--- config.mk ---
export PLATFORM = sky130hd
export DESIGN_NAME = icmp_rx
export DESIGN_NICKNAME = d
export VERILOG_FILES = /design/src/rtl/icmp_rx.sv
export SDC_FILE = /design/constraint.sdc
export NUM_CORES = 1
export LEC_CHECK = 0
export ABC_AREA = 1
export CAP_MARGIN = 15
export CORE_MARGIN = 4
export CORE_UTILIZATION = 59
export CTS_BUF_LIST = sky130_fd_sc_hd__clkbuf_4 sky130_fd_sc_hd__clkbuf_8
export CTS_CLUSTER_SIZE = 10
export DETAILED_ROUTE_END_ITERATION = 16
export PLACE_DENSITY = 0.82
export REMOVE_ABC_BUFFERS = 1
export SYNTH_ARGS = -nofsm -noshare
export SYNTH_HDL_FRONTEND = slang
export SYNTH_SLANG_ARGS = --single-unit
--- constraint.sdc ---
create_clock -name i_clk -period 2.03 [get_ports i_clk]
set_input_delay 0.3045 -clock i_clk [delete_from_list [all_inputs] [get_ports i_clk]]
set_output_delay 0.3045 -clock i_clk [all_outputs]
set_load 0.05 [all_outputs]
--- src/rtl/icmp_rx.sv ---
// ICMP echo-request receiver: parses the header, checks the checksum, and pulses a reply trigger.
// Optional checksum verification is built only when ICMP_CHECKSUM_CHECK_EN is defined.
module icmp_rx #(
    parameter logic [15:0] P_MIN_LEN = 16'd8,
    parameter logic [15:0] P_MAX_LEN = 16'd1480
) (
    input  logic        i_clk,
    input  logic        i_rst,
    input  logic [7:0]  i_icmp_data,
    input  logic        i_icmp_valid,
    input  logic        i_icmp_last,
    output logic        o_trig_reply,
    output logic [15:0] o_trig_seq,
    output logic [15:0] o_trig_id,
    output logic        o_rx_err
);

    typedef enum logic [2:0] {S_IDLE, S_RECV, S_FOLD1, S_FOLD2, S_EVAL} state_t;

    state_t      state, state_nxt;
    logic [15:0] r_cnt;
    logic [7:0]  r_type, r_code;
    logic [15:0] r_id, r_seq;
    logic        r_ovr;
    logic        accept, busy, len_bad, cksum_ok, ovr_now;
    logic [15:0] idx;

    assign accept  = i_icmp_valid && (state == S_IDLE || state == S_RECV);
    assign busy    = (state == S_FOLD1 || state == S_FOLD2 || state == S_EVAL);
    assign idx     = (state == S_IDLE) ? 16'd0 : r_cnt;
    assign len_bad = (r_cnt < P_MIN_LEN) || (r_cnt > P_MAX_LEN);
    assign ovr_now = r_ovr || i_icmp_valid;

    always_ff @(posedge i_clk) begin
        if (i_rst) state <= S_IDLE;
        else       state <= state_nxt;
    end

    always_comb begin
        state_nxt = state;
        case (state)
            S_IDLE:  if (i_icmp_valid) state_nxt = i_icmp_last ? S_FOLD1 : S_RECV;
            S_RECV:  if (i_icmp_valid && i_icmp_last) state_nxt = S_FOLD1;
            S_FOLD1: state_nxt = S_FOLD2;
            S_FOLD2: state_nxt = S_EVAL;
            S_EVAL:  state_nxt = S_IDLE;
            default: state_nxt = S_IDLE;
        endcase
    end

    // Byte counter and header capture; the overrun flag is rearmed by each frame's first byte.
    always_ff @(posedge i_clk) begin
        if (i_rst) begin
            r_cnt  <= 16'd0;
            r_type <= 8'd0;
            r_code <= 8'd0;
            r_id   <= 16'd0;
            r_seq  <= 16'd0;
            r_ovr  <= 1'b0;
        end else begin
            if (accept) begin
                if (state == S_IDLE) begin
                    r_cnt <= 16'd1;
                    r_ovr <= 1'b0;
                end else if (r_cnt != 16'hFFFF) begin
                    r_cnt <= r_cnt + 16'd1;
                end
                case (idx)
                    16'd0:   r_type      <= i_icmp_data;
                    16'd1:   r_code      <= i_icmp_data;
                    16'd4:   r_id[15:8]  <= i_icmp_data;
                    16'd5:   r_id[7:0]   <= i_icmp_data;
                    16'd6:   r_seq[15:8] <= i_icmp_data;
                    16'd7:   r_seq[7:0]  <= i_icmp_data;
                    default: ;
                endcase
            end
            if (busy && i_icmp_valid) r_ovr <= 1'b1;
        end
    end

`ifdef ICMP_CHECKSUM_CHECK_EN
    logic [31:0] r_sum, sum_base;
    logic [7:0]  r_hi;

    assign sum_base = (state == S_IDLE) ? 32'd0 : r_sum;
    assign cksum_ok = (r_sum[15:0] == 16'hFFFF);

    // Big-endian 16b words; a trailing odd byte is padded with a zero low byte.
    always_ff @(posedge i_clk) begin
        if (i_rst) begin
            r_sum <= 32'd0;
            r_hi  <= 8'd0;
        end else if (accept) begin
            if (!idx[0]) begin
                r_hi <= i_icmp_data;
                if (i_icmp_last) r_sum <= sum_base + {16'd0, i_icmp_data, 8'd0};
                else             r_sum <= sum_base;
            end else begin
                r_sum <= sum_base + {16'd0, r_hi, i_icmp_data};
            end
        end else if (state == S_FOLD1 || state == S_FOLD2) begin
            r_sum <= {16'd0, r_sum[31:16]} + {16'd0, r_sum[15:0]};
        end
    end
`else
    assign cksum_ok = 1'b1;
`endif

    always_ff @(posedge i_clk) begin
        if (i_rst) begin
            o_trig_reply <= 1'b0;
            o_rx_err     <= 1'b0;
            o_trig_seq   <= 16'd0;
            o_trig_id    <= 16'd0;
        end else begin
            o_trig_reply <= 1'b0;
            o_rx_err     <= 1'b0;
            if (state == S_EVAL) begin
                if (ovr_now || len_bad || !cksum_ok) begin
                    o_rx_err <= 1'b1;
                end else if (r_type == 8'd8 && r_code == 8'd0) begin
                    o_trig_reply <= 1'b1;
                    o_trig_seq   <= r_seq;
                    o_trig_id    <= r_id;
                end
            end
        end
    end

endmodule

==> flow_metrics.env, run 1 <==
export IMPL_cts_tree="yes"
export IMPL_max_stage_delay_ps=820
export IMPL_yosysSeqAreaShare_pct=41.8
export IMPL_final_setup_tns_ps=0
export IMPL_drtIter0Drc=183
export IMPL_power_density_nw_per_um2=716
export IMPL_overflow=0
export IMPL_period_share_pct=90.6
export IMPL_clock_insertion_delay_worst_skew_ps=360
export IMPL_drv_cap=0
export IMPL_synth_cell_types=32
export IMPL_grt_pass1_vias=4071
export IMPL_critPathBufInv=1
export IMPL_switchingPower_w=0.00101
export IMPL_p_seq_share_pct=51.7
export IMPL_antenna_cells=0
export IMPL_critPathLaunchType="flip-flop"
export IMPL_ys_seq_elements=102
export IMPL_wl_mm=10.1
export IMPL_status="finished, final reports clean"
export IMPL_cts_htree_levels=3
export IMPL_grt_max_degree=83
export IMPL_drive_above_1_share_pct=8.23
export IMPL_ctsResizeCount=1
export IMPL_clkSinkCount=102
export IMPL_place_congestion=0.912
export IMPL_cp_arrival_ps=1530
export IMPL_rsz0062_at_grt="no"
export IMPL_dp_final_hpwl_mm=7.04
export IMPL_fillers=648
export IMPL_ctsRootBufferMaster="clkbuf_8"
export IMPL_cts_setup_buffers=0
export IMPL_worst_slew_pin_slew_ps=517
export IMPL_skew_ps=11.2
export IMPL_whs_path_depth=1
export IMPL_place_ws_ps=-54.1
export IMPL_fp_row_count=32
export IMPL_nNetsFinal=799
export IMPL_hp_start="state[2]"
export IMPL_pwr_share_comb_pct=11.0
export IMPL_start_util_pct=62.0
export IMPL_cts_hold_buf=0
export IMPL_crit_type="reg -> out"
export IMPL_cp_cell_sequence="clkdlybuf4s50_1"
export IMPL_ys_warnings_count=0
export IMPL_vdd_drop_max_v=0.000403
export IMPL_rr_endpoint="r_seq[15]"
export IMPL_synth_top_cell_area_share_pct=41.8
export IMPL_wl_per_cell_um=11.4
export IMPL_clk_pin_slew_ps=90
export IMPL_critical_path_top_delay_family="buffers and inverters"
export IMPL_ys_top_cells_by_area="dfxtp_1 (42%), nand2_1 (15%), nor2_1 (15%)"
export IMPL_report_final_slew_viol_count=0
export IMPL_die_w_um=99.0
export IMPL_core_um2=7890
export IMPL_hold_class="reg -> reg"
export IMPL_clock_fmax_mhz=544
export IMPL_dr_pass1_iters=5
export IMPL_die_h_um=99.0
export IMPL_r2r_start="state[2]"
export IMPL_crit_path_end_kind="output pin"
export IMPL_maxSlewHeadroom_pct=65.4
export IMPL_vias_per_cell=4.80
export IMPL_syn_inst=745
export IMPL_vias=4284
export IMPL_r2r_cells=9
export IMPL_numCtsBuffers=9
export IMPL_portBuffers=45
export IMPL_io_pins=46
export IMPL_pwr_share_clk_pct=37.3
export IMPL_area_delta_synth_final_pct=15.0
export IMPL_reg2reg_slack_ps=240
export IMPL_crit_slowest_cell="clkdlybuf4s50_1"
export IMPL_grt_usage_pct=21.6
export IMPL_syn_area_per_cell_um2=6.56
export IMPL_clock_path_buffers=2
export IMPL_setup_ws_ps=192
export IMPL_hold_end="state[2]"
export IMPL_setup_viol=0
export IMPL_min_period_ps=1840
export IMPL_crit_fanout=2
export IMPL_hold_viol_final=0
export IMPL_p_leak_nw=2.76
export IMPL_syn_area_um2=4890
export IMPL_cp_required_ps=1730
export IMPL_dieArea_um2=9810
export IMPL_final_util_pct=71.3
export IMPL_drc=0
export IMPL_antenna_found_initial=0
export IMPL_grt_pass1_wl_mm=17.8
export IMPL_yosys_area_top_type="dfxtp_1"
export IMPL_antenna_left=0
export IMPL_switching_share_pct=25.2
export IMPL_internal_power_w=0.00301
## worst max path at each step
stage / endpoint / cells past startpoint / slack [ps] / startpoint
floorplan: r_cnt[13] / 5 / -150 / i_rst
global placement: r_cnt[0] / 6 / 30 / i_icmp_valid
detailed placement: r_cnt[0] / 6 / -50 / i_icmp_valid
CTS: o_trig_id[9] / 1 / 180 / o_trig_id[9]
global route: r_cnt[0] / 9 / 70 / r_cnt[0]
finish: o_trig_id[9] / 1 / 190 / o_trig_id[9]
## synthesized netlist by cell type (all sizes together)
master	instances
o21ai	26
nand4	5
buf	19
nor2	207
o32ai	1
clkbuf	7
nor3	3
xor2	2
nand2	205
and2	1
a2111oi	1
inv	125
nand3	24
dfxtp	102
ha	1
a21oi	15
a31oi	1
## power by group through the flow
| stage | clock, W | combinational [W] | sequential [W] |
|---|---|---|---|
| after floorplan | 0 | 0.000286 | 0.00212 |
| after global routing | 0.00160 | 0.000493 | 0.00209 |
| final | 0.00150 | 0.000443 | 0.00208 |
| after CTS | 0.00152 | 0.000441 | 0.00208 |
| after detailed placement | 0 | 0.000435 | 0.00213 |
| after global placement | 0 | 0.000421 | 0.00212 |
## sequential cells by signal (all words and copies together) (netlist names)
register	cells
state	3
o_rx_err	1
r_code	8
r_seq	16
r_ovr	1
o_trig_seq	16
o_trig_id	16
r_id	16
o_trig_reply	1
r_cnt	16
r_type	8
## layer usage
metal  global-route usage, %  wire length, um  part of all wire (%)  vias to the layer above
met1                    27.7             4760                    47                     1920
met4                    8.30              142                   1.4                        0
met2                    36.6             4790                    47                       79
met5                       0                0                     0                        -
li1                        -                -                     -                     2271
met3                    3.18              458                   4.5                       14
## layout by cell type (no fill, tap or decap), types with 4 or more instances in the layout
| cell | count |
|---|---|
| clkdlybuf4s50_1 | 45 |
| nor2_2 | 5 |
| nor2_4 | 4 |
| nand4_1 | 4 |
| inv_1 | 113 |
| nand2_1 | 200 |
| inv_2 | 10 |
| dfxtp_1 | 102 |
| buf_4 | 9 |
| nand3_4 | 4 |
| a21oi_1 | 13 |
| o21ai_0 | 9 |
| o21ai_1 | 17 |
| nor2_1 | 195 |
| nand3_1 | 17 |
| clkbuf_8 | 9 |
## layout make-up
type | instances | area, um2 | share of cell area [%]
multi-input cells | 492 | 2190 | 38.9
flip-flops and latches | 102 | 2040 | 36.3
repair buffers | 56 | 558 | 9.93
inverters | 125 | 474 | 8.44
well taps | 102 | 128 | 2.27
clock buffers | 9 | 124 | 2.20
clock inverters | 6 | 109 | 1.94
## per-stage QoR
| stage | hold WS [ps] | cells | area [um2] | total power [W] |
|---|---|---|---|---|
| 6_report | 456 | 892 | 5620 | 0.00402 |
| 5_1_grt | 489 | 892 | 5620 | 0.00419 |
| 4_1_cts | 454 | 892 | 5620 | 0.00404 |
| 3_5_place_dp | 433 | 877 | 5380 | 0.00256 |
| 3_3_place_gp | 433 | 877 | 5380 | 0.00254 |
| 2_1_floorplan | 374 | 719 | 4700 | 0.00241 |
## cells by family (layout without fill, tap and decap cells)
logic type	Yosys count	in the layout	share of synthesized area, %
xor gates and xnor gates	2	2	0.358
and+or+nand+nor	445	445	39.0
DFF	102	102	41.8
adders and majority gates	1	1	0.256
AOI/OAI and AO/OA	44	44	4.99
buffers and inverters	151	196	13.6
Power figures use the tool's default switching activity.
==> run 2: changes to the inputs <==
--- a/config.mk
+++ b/config.mk
@@ -8,11 +8,10 @@
 export ABC_AREA = 1
 export CAP_MARGIN = 15
 export CORE_MARGIN = 4
-export CORE_UTILIZATION = 59
+export CORE_UTILIZATION = 39
 export CTS_BUF_LIST = sky130_fd_sc_hd__clkbuf_4 sky130_fd_sc_hd__clkbuf_8
 export CTS_CLUSTER_SIZE = 10
 export DETAILED_ROUTE_END_ITERATION = 16
-export PLACE_DENSITY = 0.82
 export REMOVE_ABC_BUFFERS = 1
 export SYNTH_ARGS = -nofsm -noshare
 export SYNTH_HDL_FRONTEND = slang
==> flow_metrics.env, run 2 (same netlist as run 1, synthesis figures left out) <==
export IMPL_status="finished, final reports clean"
export IMPL_crit_slowest_cell="clkdlybuf4s50_1"
export IMPL_setup_viol=0
export IMPL_multi_input_area_um2=2180
export IMPL_drive_above_1_share_pct=8.35
export IMPL_min_period_ps=1860
export IMPL_clkSinkCount=102
export IMPL_ctsRootBufferMaster="clkbuf_8"
export IMPL_nNetsFinal=798
export IMPL_vias=4171
export IMPL_report_final_slew_viol_count=0
export IMPL_internal_power_w=0.00270
export IMPL_crit_path_end_kind="output pin"
export IMPL_grt_pass1_wl_mm=18.0
export IMPL_grt_usage_pct=15.3
export IMPL_fp_row_count=40
export IMPL_crit_type="reg -> out"
export IMPL_dieArea_um2=14400
export IMPL_wl_per_cell_um=10.9
export IMPL_wl_mm=10.5
export IMPL_critPathLaunchType="flip-flop"
export IMPL_hold_viol_final=0
export IMPL_power_density_nw_per_um2=661
export IMPL_die_h_um=120
export IMPL_antenna_left=0
export IMPL_cp_arrival_ps=1550
export IMPL_switchingPower_w=0.00104
export IMPL_hold_slack_ps=450
export IMPL_antenna_found_initial=0
export IMPL_worst_slew_pin_slew_ps=506
export IMPL_p_leak_nw=2.74
export IMPL_vias_per_cell=4.35
export IMPL_pwr_share_clk_pct=32.3
export IMPL_rsz0062_at_grt="no"
export IMPL_clock_path_buffers=2
export IMPL_io_pins=46
export IMPL_core_um2=12200
export IMPL_clk_pin_slew_ps=90
export IMPL_switching_share_pct=27.7
export IMPL_maxSlewHeadroom_pct=66.2
export IMPL_area_delta_synth_final_pct=15.6
export IMPL_hold_class="reg -> reg"
export IMPL_crit_fanout=2
export IMPL_skew_ps=8.90
export IMPL_seq_area_um2=2040
export IMPL_final_cell_mix="nand2_1 (200), nor2_1 (195), inv_1 (113), dfxtp_1 (101), clkdlybuf4s50_1 (45)"
export IMPL_drc=0
export IMPL_vdd_drop_max_v=0.000218
export IMPL_overflow=0
export IMPL_period_share_pct=91.4
export IMPL_dp_final_hpwl_mm=7.29
export IMPL_start_util_pct=40.2
export IMPL_cp_cell_sequence="clkdlybuf4s50_1"
export IMPL_cts_htree_levels=3
export IMPL_cts_hold_buf=0
export IMPL_dr_pass1_iters=4
export IMPL_numCtsBuffers=9
export IMPL_critPathBufInv=1
export IMPL_grt_max_degree=65
export IMPL_fillers=1264
export IMPL_antenna_cells=0
export IMPL_drv_cap=0
export IMPL_clock_fmax_mhz=539
export IMPL_cp_required_ps=1730
export IMPL_cts_tree="yes"
export IMPL_layout_commonest_cell="nand2_1"
export IMPL_drtIter0Drc=245
export IMPL_pwr_share_comb_pct=12.0
export IMPL_grt_pass1_vias=3834
export IMPL_power_total_w=0.00374
export IMPL_portBuffers=45
export IMPL_critical_path_top_delay_family="buffers and inverters"
export IMPL_p_seq_share_pct=55.7
export IMPL_clock_insertion_delay_worst_skew_ps=380
export IMPL_die_w_um=120
export IMPL_max_stage_delay_ps=820
export IMPL_place_congestion=0.849
run 2: worst paths after layout:
| kind | from | endpoint | slack [ps] | depth (start not counted) |
|---|---|---|---|---|
| hold reg to reg | state[2] | state[2] | 450 | 1 |
| hold / removal | state[2] | state[2] | 450 | 1 |
| setup reg to reg | r_cnt[1] | r_cnt[2] | 250 | 11 |
| setup / recovery | o_trig_id[5] | o_trig_id[5] | 170 | 1 |
run 2: repair_timing:
action,4_1_cts,5_1_grt
setup buffers,0,0
gates resized for setup,0,1
endpoints found under the setup margin,0,1
run 2: final cells by class:
| type | instances | share of cell area [%] |
|---|---|---|
| Multi-Input combinational cell | 492 | 38.6 |
| Sequential cell | 102 | 36.2 |
| Timing Repair Buffer | 55 | 9.96 |
| Inverter | 125 | 8.39 |
| Tap cell | 168 | 3.72 |
| Clock buffer | 11 | 2.57 |
| Clock inverter | 5 | 0.576 |
run 2: per-layer routing:
metal | wire (um) | track usage, %
met5 | 0 | 0
met4 | 195 | 6.23
met3 | 269 | 2.36
met2 | 4810 | 25.4
met1 | 5180 | 19.8
run 2: metrics by stage:
step	utilization [%]	setup WS, ps	TNS, ps	area [um2]	cells
floorplan	-	-151	-1200	4700	719
global placement	45.0	198	0	5470	942
detailed placement	45.0	196	0	5470	942
CTS	46.5	137	0	5650	958
global route	46.5	75.3	0	5650	958
finish	46.5	174	0	5650	958
run 2: power by group through the flow:
stage          registers [W]  clock network (W)  logic, W
4_1_cts              0.00208            0.00126  0.000457
3_5_place_dp         0.00213                  0  0.000456
3_3_place_gp         0.00212                  0  0.000448
2_1_floorplan        0.00212                  0  0.000286
5_1_grt              0.00209            0.00133  0.000503
6_report             0.00208            0.00121  0.000450
==> run 3: changes to the inputs <==
--- a/config.mk
+++ b/config.mk
@@ -13,6 +13,8 @@
 export CTS_CLUSTER_SIZE = 10
 export DETAILED_ROUTE_END_ITERATION = 16
 export REMOVE_ABC_BUFFERS = 1
+export SKIP_CTS_REPAIR_TIMING = 1
 export SYNTH_ARGS = -nofsm -noshare
 export SYNTH_HDL_FRONTEND = slang
 export SYNTH_SLANG_ARGS = --single-unit
+export TNS_END_PERCENT = 5
==> results of run 3 <==
Final layout, timing and power as in run 2 (identical DEF).
